[src/rtl/uart_rx.sv]
// 8N1 UART receive front-end: synchronizes and oversamples rx, majority-votes
// each mid-bit sample, and emits one-cycle rx_ready / frame_err strobes.
module uart_rx #(
    parameter int unsigned CLK_FREQ    = 12000000,
    parameter int unsigned UART_FREQ   = 115200,
    parameter int unsigned BIT_CYCLES  = (CLK_FREQ + UART_FREQ / 2) / UART_FREQ,
    parameter int unsigned HALF_CYCLES = BIT_CYCLES / 2
) (
    input  logic       clk,
    input  logic       reset,
    input  logic       rx,
    output logic [7:0] rx_data,
    output logic       rx_ready,
    output logic       frame_err,
    output logic       dbg_rx_enable
);

    localparam int unsigned CNT_W = $clog2(BIT_CYCLES);
    localparam logic [CNT_W-1:0] BIT_LAST  = CNT_W'(BIT_CYCLES - 1);
    localparam logic [CNT_W-1:0] HALF_LAST = CNT_W'(HALF_CYCLES - 1);

    typedef enum logic [2:0] {
        S_IDLE,
        S_START,
        S_DATA,
        S_STOP,
        S_BREAK
    } state_t;

    state_t           state, state_nxt;
    logic [CNT_W-1:0] cnt, cnt_nxt;
    logic [2:0]       idx, idx_nxt;
    logic [7:0]       shreg, shreg_nxt;
    logic [7:0]       data_nxt;
    logic             ready_nxt;
    logic             ferr_nxt;
    logic [1:0]       rx_sync;
    logic [2:0]       rx_hist;
    logic             rx_s;
    logic             vote;

    assign rx_s = rx_sync[1];
    // rx_hist[0] is the previous rx_s, so it doubles as the edge-detect history
    assign vote = (rx_hist[0] & rx_hist[1]) | (rx_hist[0] & rx_hist[2]) | (rx_hist[1] & rx_hist[2]);

    always_ff @(posedge clk) begin
        if (reset) begin
            state         <= S_IDLE;
            cnt           <= '0;
            idx           <= '0;
            shreg         <= '0;
            rx_sync       <= 2'b11;
            rx_hist       <= 3'b111;
            rx_data       <= '0;
            rx_ready      <= 1'b0;
            frame_err     <= 1'b0;
            dbg_rx_enable <= 1'b0;
        end else begin
            state         <= state_nxt;
            cnt           <= cnt_nxt;
            idx           <= idx_nxt;
            shreg         <= shreg_nxt;
            rx_sync       <= {rx_sync[0], rx};
            rx_hist       <= {rx_hist[1:0], rx_s};
            rx_data       <= data_nxt;
            rx_ready      <= ready_nxt;
            frame_err     <= ferr_nxt;
            dbg_rx_enable <= (state_nxt != S_IDLE);
        end
    end

    always_comb begin
        state_nxt = state;
        cnt_nxt   = cnt + CNT_W'(1);
        idx_nxt   = idx;
        shreg_nxt = shreg;
        data_nxt  = rx_data;
        ready_nxt = 1'b0;
        ferr_nxt  = 1'b0;

        case (state)
            S_IDLE: begin
                cnt_nxt = '0;
                if (rx_hist[0] && !rx_s) state_nxt = S_START;
            end
            S_START: begin
                if (cnt == HALF_LAST) begin
                    cnt_nxt = '0;
                    if (!vote) begin
                        state_nxt = S_DATA;
                        idx_nxt   = '0;
                    end else begin
                        state_nxt = S_IDLE;
                    end
                end
            end
            S_DATA: begin
                if (cnt == BIT_LAST) begin
                    cnt_nxt        = '0;
                    shreg_nxt[idx] = vote;
                    if (idx == 3'd7) state_nxt = S_STOP;
                    else             idx_nxt   = idx + 3'd1;
                end
            end
            S_STOP: begin
                // Decide mid stop bit so a back-to-back start edge is still seen
                if (cnt == BIT_LAST) begin
                    cnt_nxt = '0;
                    if (vote) begin
                        data_nxt  = shreg;
                        ready_nxt = 1'b1;
                        state_nxt = S_IDLE;
                    end else begin
                        ferr_nxt  = 1'b1;
                        state_nxt = S_BREAK;
                    end
                end
            end
            S_BREAK: begin
                cnt_nxt = '0;
                if (rx_s) state_nxt = S_IDLE;
            end
            default: begin
                state_nxt = S_IDLE;
                cnt_nxt   = '0;
            end
        endcase
    end

endmodule

[config.mk]
export PLATFORM = sky130hd
export DESIGN_NAME = uart_rx
export DESIGN_NICKNAME = d
export VERILOG_FILES = /design/src/rtl/uart_rx.sv
export SDC_FILE = /design/constraint.sdc
export NUM_CORES = 1
export LEC_CHECK = 0
export BUFFER_PORTS_ARGS = -buffer_cell sky130_fd_sc_hd__buf_2
export CAP_MARGIN = 20
export CELL_PAD_IN_SITES_DETAIL_PLACEMENT = 0
export CELL_PAD_IN_SITES_GLOBAL_PLACEMENT = 1
export CORE_MARGIN = 1.5
export CORE_UTILIZATION = 45
export CTS_CLUSTER_DIAMETER = 150
export CTS_CLUSTER_SIZE = 30
export DETAILED_ROUTE_END_ITERATION = 16
export HOLD_SLACK_MARGIN = 0.1
export PLACE_DENSITY = 0.74
export SLEW_MARGIN = 30
export SYNTH_ARGS = -nofsm -noshare
export SYNTH_HDL_FRONTEND = slang
export SYNTH_SLANG_ARGS = --single-unit
[constraint.sdc]
create_clock -name clk -period 2.5 [get_ports clk]
set_input_delay 0.375 -clock clk [delete_from_list [all_inputs] [get_ports clk]]
set_output_delay 0.375 -clock clk [all_outputs]
set_load 0.01 [all_outputs]
==> impl_results.md <==
- Synthesized area: 1600 um^2
- Latest clock arrival within the worst-skew pair: 330 ps
- Via density: 5.03
- DP Area: 1680 um^2
- Largest net degree at the start of global routing: 31
- Hold Path Origin: rx
- Synth cell types: 38
- Worst vdd ir: 0.000466 V
- P per Cell Area: 597 nW/um^2
- Worst path required time: 2710 ps
- Startpoint types: flip-flop
- Hold-fix buffers at CTS: 0
- Max cap viols: 0
- # IOs: 14
- Final wirelength: 2760 um
- Fin. max-slew vios: 0
- Router iterations before antenna repair: 4
- Buffers on Ports: 13
- Critical path capture point type: flip-flop
- Post-DP HPWL: 1960 um
- Vias in the first global route: 1112
- Final hold violations: 0
- Hold Path Depth: 2
- Ant diodes: 0
- Synth area leaders: dfxtp_1 (46%), mux2i_1 (11%), nor2_1 (5.6%)
- Syn_nets: 172
- WL/cell: 12.3 um
- Tightest Pin Transition: 641 ps
- Crit share post-route: 81.4%
- Final ANT Viol Nets: 0
- Postcts setup bufs: 0
- Chip height: 62.6 um
- Site Rows: 21
- Worst Path Arrival: 2250 ps
- Seq cells post-synth: 37
- CTS Buf Count: 5
- RSZ-0062 raised after global routing: no
- Root Buffer: clkbuf_4
- Total of warnings raised by yosys: 0
- First-pass GRT wire length: 4970 um
- Area leader, netlist: dfxtp_1
- Number of DRC markers in iteration 0: 36
- DRC viols: 0
- Post-Syn Instances: 166
- Share of cells above drive strength 1: 16.8%
- GRT Total Usage: 15.8%
- Slew headroom: 56.9%
- Via count: 1131
- Initial antenna violation count: 0
- Total congestion overflow: 0
- CP Max Fanout: 8
- Min Tclk post-route: 2040 ps
- CTS sink count: 37
- Setup_tns: 0 ps
- LEAKAGE: 0.806 nW
- Internal reg-to-reg setup slack: 460 ps
- Number of nets in the layout: 184
- Status: finished clean
- Core ar.: 3360 um^2
- # resized after CTS: 0
- # H-tree levels: 2
- CTS clk-pin slew, worst paths: 110 ps
- Reg2reg end: rx_data[5]
- Finished Cell Area: 1770 um^2
- Starting Density: 47.5%
- Skew final: 9.74 ps
- Clock Path Buffers: 2
- Setup-failing EPs final: 0
- Syn Area/Cell: 9.62 um^2
- Die X: 62.6 um
- Critical path class: flip-flop to flip-flop
- Fill cells: 342
- Worst Hold End: rx_sync[0]
- R2R Path Start: cnt[0]
- Area share of the leading cell type in the synthesized netlist: 46.4%
- RePlAce Congestion: 0.817
- Area Growth Syn to Fin: 10.8%
- Maximum clock frequency: 0.491 GHz
- CTS tree: yes
- HP Class: primary input to flip-flop
- Die area: 3910 um^2
- Register area share after synthesis: 46.4%
- Reg2reg path depth: 5
logic make-up after synthesis:
kind of cell / Yosys count / synth area share, %
adder cells (fa/ha/maj): 4 / 2.98
XOR/XNOR: 5 / 2.74
buffers and inverters: 11 / 3.13
flip-flops: 37 / 46.4
AO/OA/AOI/OAI: 12 / 5.25
AND/OR/NAND/NOR: 79 / 28.2
multiplexers: 18 / 11.3
flip-flops by register name (all words and copies together), names as in the netlist:
signal and count:
cnt 7, dbg_rx_enable 1, frame_err 1, idx 3, rx_data 8, rx_hist 3, rx_ready 1, rx_sync 2
shreg 8, state 3
routing by layer:
| metal | share of wire [%] | GRT usage [%] | up-vias |
|---|---|---|---|
| li1 | - | - | 591 |
| met1 | 48 | 18.7 | 519 |
| met2 | 49 | 28.0 | 19 |
| met3 | 3.3 | 4.68 | 2 |
| met4 | 0.51 | 4.17 | 0 |
| met5 | 0 | 0 | - |
cell usage in the layout (no fill, tap or decap), types with 2 or more instances in the layout:
cell	count
ha_1	3
nand3b_1	2
mux2i_1	18
nor2_1	24
clkbuf_4	5
nor3_1	3
nor3b_1	4
xnor2_1	3
inv_1	3
or2_2	6
nand2b_1	14
dfxtp_1	37
xor2_1	2
buf_2	13
nand3_1	4
nor4_1	4
nand2_1	8
nor2b_1	2
o21ai_0	3
per-stage QoR:
step / setup slack, ps / utilization, % / power (mW) / hold WS [ps] / std cells
floorplan: 760 / - / 0.632 / 389 / 166
global placement: 511 / 50.0 / 0.638 / 392 / 217
detailed placement: 443 / 50.0 / 0.639 / 399 / 217
CTS: 435 / 52.6 / 1.07 / 209 / 225
global route: 325 / 52.6 / 1.11 / 210 / 225
finish: 464 / 52.6 / 1.06 / 223 / 225
how the worst max path moves through the flow:
stage / startpoint / depth (start not counted) / end
3_3_place_gp: cnt[0] / 5 / rx_data[0]
6_report: cnt[0] / 5 / rx_data[5]
3_5_place_dp: cnt[0] / 5 / rx_data[5]
4_1_cts: cnt[0] / 5 / rx_data[5]
5_1_grt: cnt[0] / 5 / rx_data[0]
2_1_floorplan: cnt[0] / 6 / rx_data[0]
synth_stat cells:
cell type	count
nor2b_1	2
or4b_1	1
o21ai_0	3
nor4_1	4
nand2_1	8
o32a_1	1
o211ai_1	1
buf_2	1
clkbuf_1	6
nand3b_1	2
nand4_1	1
a31oi_1	1
nand3b_4	1
o31ai_1	1
buf_6	1
xnor2_1	3
maj3_1	1
and3b_1	1
or2_2	6
mux2i_1	18
nand4b_2	1
nand3_1	4
or3b_2	1
nor3_1	3
o2bb2ai_1	1
xor2_1	2
and4b_1	1
dfxtp_1	37
o221ai_1	1
a21oi_1	1
nor2_1	24
nor3b_1	4
o21bai_1	1
inv_1	3
nor4b_1	1
ha_1	3
o21a_1	1
nand2b_1	14
cell type report:
| cell class | instances | area (um^2) | share of cell area [%] |
|---|---|---|---|
| clock buffer | 6 | 51.3 | 2.90 |
| clock inverter | 2 | 37.5 | 2.12 |
| inverter | 3 | 11.3 | 0.636 |
| multi-input combinational | 118 | 806 | 45.5 |
| sequential | 37 | 741 | 41.9 |
| tap | 46 | 57.6 | 3.25 |
| timing repair buffer | 13 | 65.1 | 3.68 |
critical path, cell delays in order, from the launching register on:
cell      delay, ps
dfxtp_1         380
ha_1            300
nand3b_4        150
or4b_1          780
mux2i_1         250
nor2_1           60
power by group:
part / internal [mW] / switching, mW / leakage [nW]
Combinational: 0.0114 / 0.0166 / 0.463
Sequential: 0.594 / 0.00329 / 0.299
Clock: 0.238 / 0.193 / 0.0445
No activity file was read; power rests on OpenSTA's default activity.
